## config.mk

```make
export PLATFORM = sky130hd
export DESIGN_NAME = midi_msg_sequencer
export DESIGN_NICKNAME = d
export VERILOG_FILES = /design/src/rtl/midi_msg_sequencer.sv
export SDC_FILE = /design/constraint.sdc
export NUM_CORES = 1
export LEC_CHECK = 0
export ABC_AREA = 0
export CAP_MARGIN = 20
export CORE_MARGIN = 2
export CORE_UTILIZATION = 35
export CTS_CLUSTER_SIZE = 16
export DETAILED_ROUTE_END_ITERATION = 10
export GPL_TIMING_DRIVEN = 1
export SKIP_CTS_REPAIR_TIMING = 1
export SLEW_MARGIN = 20
export SYNTH_ARGS = -nofsm -noshare
export SYNTH_HDL_FRONTEND = slang
export SYNTH_SLANG_ARGS = --single-unit
```

## constraint.sdc

```tcl
create_clock -name clock -period 5.09 [get_ports clock]
set_input_delay 0.509 -clock clock [delete_from_list [all_inputs] [get_ports clock]]
set_output_delay 0.509 -clock clock [all_outputs]
set_load 0.05 [all_outputs]
```

## src/rtl/midi_msg_sequencer.sv

```systemverilog
// midi_msg_sequencer
// Assembles the deserializer's MIDI byte stream into complete channel-voice messages.
// Handles running status, SysEx skipping and interleaved real-time bytes. Note-on with
// velocity 0 is rewritten as note-off. Each message is presented through a one-entry
// valid/ready output buffer.
//
// Ports:
//   clock       system clock
//   reset       synchronous, active-high reset
//   byte_valid  one-cycle strobe marking a received byte
//   byte_data   received byte
//   msg_valid   output buffer holds a message
//   msg_ready   consumer accepts the message when msg_valid && msg_ready
//   msg_status  {type[3:0], channel[3:0]}
//   msg_data1   first data byte
//   msg_data2   second data byte, 0 for one-data-byte messages
//   drop_count  messages lost to a full buffer, saturating at 255
module midi_msg_sequencer #(
    parameter int unsigned CHAN_FILTER_EN = 0,
    parameter logic [3:0]  CHAN           = 4'd0
) (
    input  logic       clock,
    input  logic       reset,
    input  logic       byte_valid,
    input  logic [7:0] byte_data,
    output logic       msg_valid,
    input  logic       msg_ready,
    output logic [7:0] msg_status,
    output logic [6:0] msg_data1,
    output logic [6:0] msg_data2,
    output logic [7:0] drop_count
);

    localparam logic [1:0] IDLE    = 2'd0;
    localparam logic [1:0] WAIT_D1 = 2'd1;
    localparam logic [1:0] WAIT_D2 = 2'd2;
    localparam logic [1:0] SYSEX   = 2'd3;

    logic [1:0] state_q, state_d;
    logic [7:0] run_status_q, run_status_d;
    logic       rs_valid_q, rs_valid_d;
    logic [6:0] d1_q, d1_d;

    logic       is_data, is_chan, is_sys;
    logic       one_byte;
    logic       done;
    logic [6:0] done_d1, done_d2;
    logic [3:0] done_type;
    logic       chan_ok;
    logic       emit;
    logic       accept;

    // Real-time bytes (0xF8-0xFF) fall in none of these classes and are ignored.
    assign is_data  = ~byte_data[7];
    assign is_chan  = byte_data[7] && (byte_data[7:4] != 4'hF);
    assign is_sys   = (byte_data[7:4] == 4'hF) && ~byte_data[3];
    // Program change (0xC) and channel pressure (0xD) carry a single data byte.
    assign one_byte = (run_status_q[7:5] == 3'b110);

    always_comb begin
        state_d      = state_q;
        run_status_d = run_status_q;
        rs_valid_d   = rs_valid_q;
        d1_d         = d1_q;
        done         = 1'b0;
        done_d1      = byte_data[6:0];
        done_d2      = 7'd0;
        if (byte_valid) begin
            if (is_chan) begin
                run_status_d = byte_data;
                rs_valid_d   = 1'b1;
                state_d      = WAIT_D1;
            end else if (is_sys) begin
                rs_valid_d = 1'b0;
                state_d    = (byte_data == 8'hF0) ? SYSEX : IDLE;
            end else if (is_data && rs_valid_q) begin
                case (state_q)
                    WAIT_D1: begin
                        if (one_byte) begin
                            done = 1'b1;
                        end else begin
                            d1_d    = byte_data[6:0];
                            state_d = WAIT_D2;
                        end
                    end
                    WAIT_D2: begin
                        done    = 1'b1;
                        done_d1 = d1_q;
                        done_d2 = byte_data[6:0];
                        state_d = WAIT_D1;
                    end
                    default: ;
                endcase
            end
        end
    end

    always_comb begin
        done_type = run_status_q[7:4];
        if (done_type == 4'h9 && done_d2 == 7'd0) begin
            done_type = 4'h8;
        end
    end

    assign chan_ok = (CHAN_FILTER_EN == 0) || (run_status_q[3:0] == CHAN);
    assign emit    = done && chan_ok;
    assign accept  = msg_valid && msg_ready;

    always_ff @(posedge clock) begin
        if (reset) begin
            state_q      <= IDLE;
            run_status_q <= 8'd0;
            rs_valid_q   <= 1'b0;
            d1_q         <= 7'd0;
            msg_valid    <= 1'b0;
            msg_status   <= 8'd0;
            msg_data1    <= 7'd0;
            msg_data2    <= 7'd0;
            drop_count   <= 8'd0;
        end else begin
            state_q      <= state_d;
            run_status_q <= run_status_d;
            rs_valid_q   <= rs_valid_d;
            d1_q         <= d1_d;
            if (emit) begin
                // A buffer being drained this cycle can take the new message directly.
                if (!msg_valid || accept) begin
                    msg_valid  <= 1'b1;
                    msg_status <= {done_type, run_status_q[3:0]};
                    msg_data1  <= done_d1;
                    msg_data2  <= done_d2;
                end else if (drop_count != 8'hFF) begin
                    drop_count <= drop_count + 8'd1;
                end
            end else if (accept) begin
                msg_valid <= 1'b0;
            end
        end
    end

endmodule

```

; Word-level counts from Yosys, hierarchy flattened
; Cells that the tools add are included.
[word_totals]
regBits = 49
input_bits = 12
[op_classes]
add_sub_neg = 1
bitwise = 6
muxes = 28
n_reduce_logical = 19
n_eq_ne = 10
[op_table]
columns = op, count
row1 = $mux 7, 10
row2 = $mux 1, 10
row3 = $mux 2, 5
row4 = $add 8x1->8 const B, 1
row5 = $eq 4x4->1 const B, 2
row6 = $eq 8x8->1 const B, 1
row7 = $ne 4x4->1 const B, 2
row8 = $ne 8x8->1 const B, 1
row9 = $reduce_and 2->1, 4
row10 = $logic_not 7->1, 1
row11 = $not 1->1, 6
row12 = $reduce_and 6->1, 1
row13 = $logic_and 1x1->1, 5
row14 = $mux 4, 1
row15 = $pmux 2 s2, 1
row16 = $reduce_and 4->1, 1
row17 = $reduce_bool 2->1, 2
row18 = $reduce_bool 4->1, 1
row19 = $eq 3x3->1 const B, 1
row20 = $reduce_and 3->1, 1
row21 = $reduce_bool 3->1, 1
row22 = $eq 2x1->1 const B, 1
row23 = $eq 2x2->1 const B, 1
row24 = $ne 2x1->1 const B, 1
row25 = other kinds (3), 3

; Longest topological paths before layout
[logic_depth]
ltp_word = 9
ltp_mapped = 8
mapped_depth_nobuf = 6

; Worst setup path after synthesis
; Ideal clock, no wire load.
[synth_timing]
path_type = register -> register
start = reg drop_count[2]
end = reg drop_count[5]
slack_ns = 3.303
path_stages_with_launch = 5
n_path_buf = 0
setup_time_ns = 0.070
arrival_ns = 1.717
synth_period_minus_slack_ns = 1.787
path_cell_list = dfxtp_1 nand3_1 or2_2 or4_1 a21oi_1
[synth_via]
elab_chain_len = 2
[synth_rtl]
columns = item, line
row1 = "start, declared", 31  ; output logic [7:0] drop_count
row2 = "start signal, assigned", 133  ; drop_count <= drop_count + 8'd1;
row3 = "parallel branches: the longest is 2 deep, another holds $add 8x1->8", n/a
; Parallel ways; which one is timed is not known.
; A chain may end at the register's enable or synchronous reset.

; Worst setup path after layout
[layout_timing]
start = in byte_data[7]
end = reg msg_data2[4]
[layout_via]
elab_chain_len = 7
[layout_rtl]
columns = item, line
row1 = "start, declared", 25  ; input logic [7:0] byte_data,
row2 = "parallel branches: the longest is 7 deep, another holds $eq 4x4->1", n/a
row3 = "end signal, assigned", 131  ; msg_data2 <= done_d2;
row4 = "end, declared", 30  ; output logic [6:0] msg_data2,
; Parallel ways; which one is timed is not known.

==> impl_metrics.toml <==
[die]
pin_count = 43
dieArea_sq_mm = 0.006641
die_w_um = 81.50
die_y_um = 81.50
placementRows = 28
core_area_sq_mm = 0.005851
start_util_pct = 35.93

[detailed_routing]
wl_per_cell_um = 14.06
vias = 1850
vias_per_cell = 5.241
drc = 0
ant_nets = 0
first_pass_iters = 4
dr.first_iter.drc_count = 84
routed_wl_um = 4962

[timing]
final.min_clock_period_ns = 2.288
post-route-period-util_pct = 44.95
max_slew.worst_pin.slew_ns = 0.9322
final.setup_skew_ns = 0.01135
fmax_mhz = 437.0
slew_violations = 0
maxSlewHeadroom_pct = 37.73
setup_viol = 0
timing.setup.tns_ns = 0
rsz0062_at_grt = "false"
fin_ws_ns = 2.802
finalHoldViolations = 0

[synth]
synthSimpleGateAreaFrac_pct = 24.64
synthArstFlopShare_pct = 0
synthAdderAreaFrac_pct = 1.786
ys_seq_area_share_pct = 46.67
synth-edff-count = 0
synth_compound_area_share_pct = 15.65
synth.largest_area_cell = "dfxtp_1"
syn-num-nets = 257
ys_types = 38
synth_area_sq_mm = 0.002102
netlist_instances = 242
synth_top_area_share_pct = 46.67
ys.flop_type = "dfxtp_1"
synth-xor-area-share_pct = 0
yosys-top-cells-area = "dfxtp_1 (47%), nand2_1 (7.0%), mux2i_1 (6.7%), a21oi_1 (6.2%), nor2_1 (4.3%)"
muxShareOfSynthArea_pct = 6.667
ys_ff_latch = 49
synth_top_family_by_area = "simple AND/OR/NAND/NOR gates"
ys_warn_count = 0
avgSynthCellArea_sq_um = 8.686

[global_route]
grt_usage_pct = 15.67
grt_pass1_vias = 1627
antenna_found_initial = 0
grt_max_degree = 43
grt_pass1_wl_um = 7990
grt_overflow = 0

[power_and_ir_drop]
switching_share_pct = 22.55
cell_internal_pwr_uw = 554.3
power_density_mw_per_mm2 = 268.2
p_clk_share_pct = 39.1
comb_power_share_pct = 6.1
leakage_uw = 0.0008585
p_seq_share_pct = 54.9
p_switching_uw = 161.4
irDropWorstVdd_v = 0.0001313

[clocking]
cts_tree = "yes"
cts_sinks = 49
insertion_delay_ns = 0.31
cts_made_buffers = 5
cts_root_buf = "clkbuf_8"
h-tree-depth = 2
clkSlewWorstSetupHoldPaths_ns = 0.09
cts_buffer_depth = 2

[setup_path]
crit_path_end = "msg_data2[4]"
cp.arrival_ns = 2.53
path_max_fanout = 29
worstPathCellList = "clkdlybuf4s50_1 > and4bb_4 > o211a_1 > nand3_1 > a21oi_1"
cp.required_ns = 5.34
max_stage_delay_ns = 0.72
crit_family = "compound AO/OA/AOI/OAI gates"
r2r_cells = 6
start_kind = "input pin"
reg2reg_to = "msg_data2[4]"
crit_cells = 5
reg2reg_from = "state_q[0]"
slowest_stage = "o211a_1"
critPathKind = "in -> reg"
r2r_slack_ns = 2.88
worst-path-buf-inv = 1
cp-startpoint = "byte_data[7]"
critPathCaptureType = "register"

[cells_and_area]
utilization_pct = 45.62
fin_area_sq_mm = 0.002669
num_antenna_cells = 0
final_nets = 292
mostFrequentLayoutCells = "dfxtp_1 (49), clkdlybuf4s50_1 (42), nand2_1 (39)"
final_common_cell = "dfxtp_1"
drive_gt1_share_pct = 4.676
syn_to_final_growth_pct = 26.96

[place]
placed_area_sq_mm = 0.002557
io_buffers = 42
place_congestion = 0.7635
dp_hpwl_um = 3366
pre_cts_ws_ns = 2.495

[hold_path]
hold_path.class = "reg -> reg"

[flow_run]
cap_violations = 0

[status]
status = "completed"
synthesized netlist by cell type (2+ instances only):
cell and instances:
o21ai_0 4, nor4b_1 2, nand2_1 39, a21oi_1 26, or4_1 5, nand3_1 10, mux2i_1 14, o31ai_1 5
nand3b_1 2, buf_4 2, buf_2 5, nor2_1 24, ha_1 3, inv_1 6, or3_1 2, clkbuf_1 9
nor3_1 2, o41ai_1 2, dfxtp_1 49, nand4_1 3, and4b_1 2, a311oi_1 7, nand4b_1 3, nor2b_1 2
stage by stage:
| stage | hold slack, ns | cells | power [uW] |
|---|---|---|---|
| detailed placement | 0.4452 | 345 | 444.6 |
| global route | 0.4791 | 353 | 742.2 |
| global placement | 0.4436 | 345 | 444.4 |
| finish | 0.4578 | 353 | 715.7 |
| CTS | 0.4592 | 353 | 726.2 |
| floorplan | 0.4312 | 242 | 425.4 |
cells by family (layout without fill, tap and decap cells):
kind of cell,after synthesis,count (layout)
adders and majority gates,3,3
AOI/OAI and AO/OA,51,51
and+or+nand+nor,103,103
DFF,49,49
muxes,14,14
buffers and inverters,22,58
worst min-delay path by stage:
| stage | start | end | slack [ns] | cells after the start |
|---|---|---|---|---|
| after floorplan | run_status_q[1] | msg_status[1] | 0.43 | 2 |
| after global placement | msg_data2[4] | msg_data2[4] | 0.44 | 2 |
| after detailed placement | msg_data2[4] | msg_data2[4] | 0.45 | 2 |
| after CTS | msg_data2[4] | msg_data2[4] | 0.46 | 2 |
| after global routing | msg_status[7] | msg_status[7] | 0.48 | 2 |
| final | msg_data2[6] | msg_data2[6] | 0.46 | 2 |
power by group through the flow:
stage	combinational, uW	clock [uW]	sequential (uW)
global route	47.7	301	394
floorplan	24.3	0	401
finish	43.4	280	393
detailed placement	43.0	0	402
global placement	43.0	0	401
CTS	43.3	290	393
worst register-to-register path, cell delays in order (launching register included):
cell and delay [ns]:
dfxtp_1 0.36, inv_1 0.05, ha_1 0.28, and4bb_4 0.36
o211a_1 0.72, nand3_1 0.22, a21oi_1 0.18
state kept, by name (all words and copies together), names as in the netlist, 2 cells and up:
register	cells
d1_q	7
state_q	2
msg_status	8
msg_data2	7
run_status_q	8
drop_count	8
msg_data1	7
routing by layer:
metal | part of all wire (%) | global-route usage [%] | vias up
met5 | 0 | 0 | -
met4 | 1.5 | 5.932 | 0
met3 | 4.9 | 4.286 | 9
met2 | 46 | 24.43 | 42
met1 | 48 | 20.67 | 861
li1 | - | - | 938
layout make-up:
| class | count | area, sq um |
|---|---|---|
| sequential | 49 | 980.9 |
| timing repair buffer | 44 | 435.4 |
| clock inverter | 2 | 38.79 |
| multi-input combinational | 171 | 1025 |
| inverter | 6 | 22.52 |
| tap | 75 | 93.84 |
| clock buffer | 6 | 72.57 |
| fill | 574 | 3182 |
(Power assumes the default switching activity.)
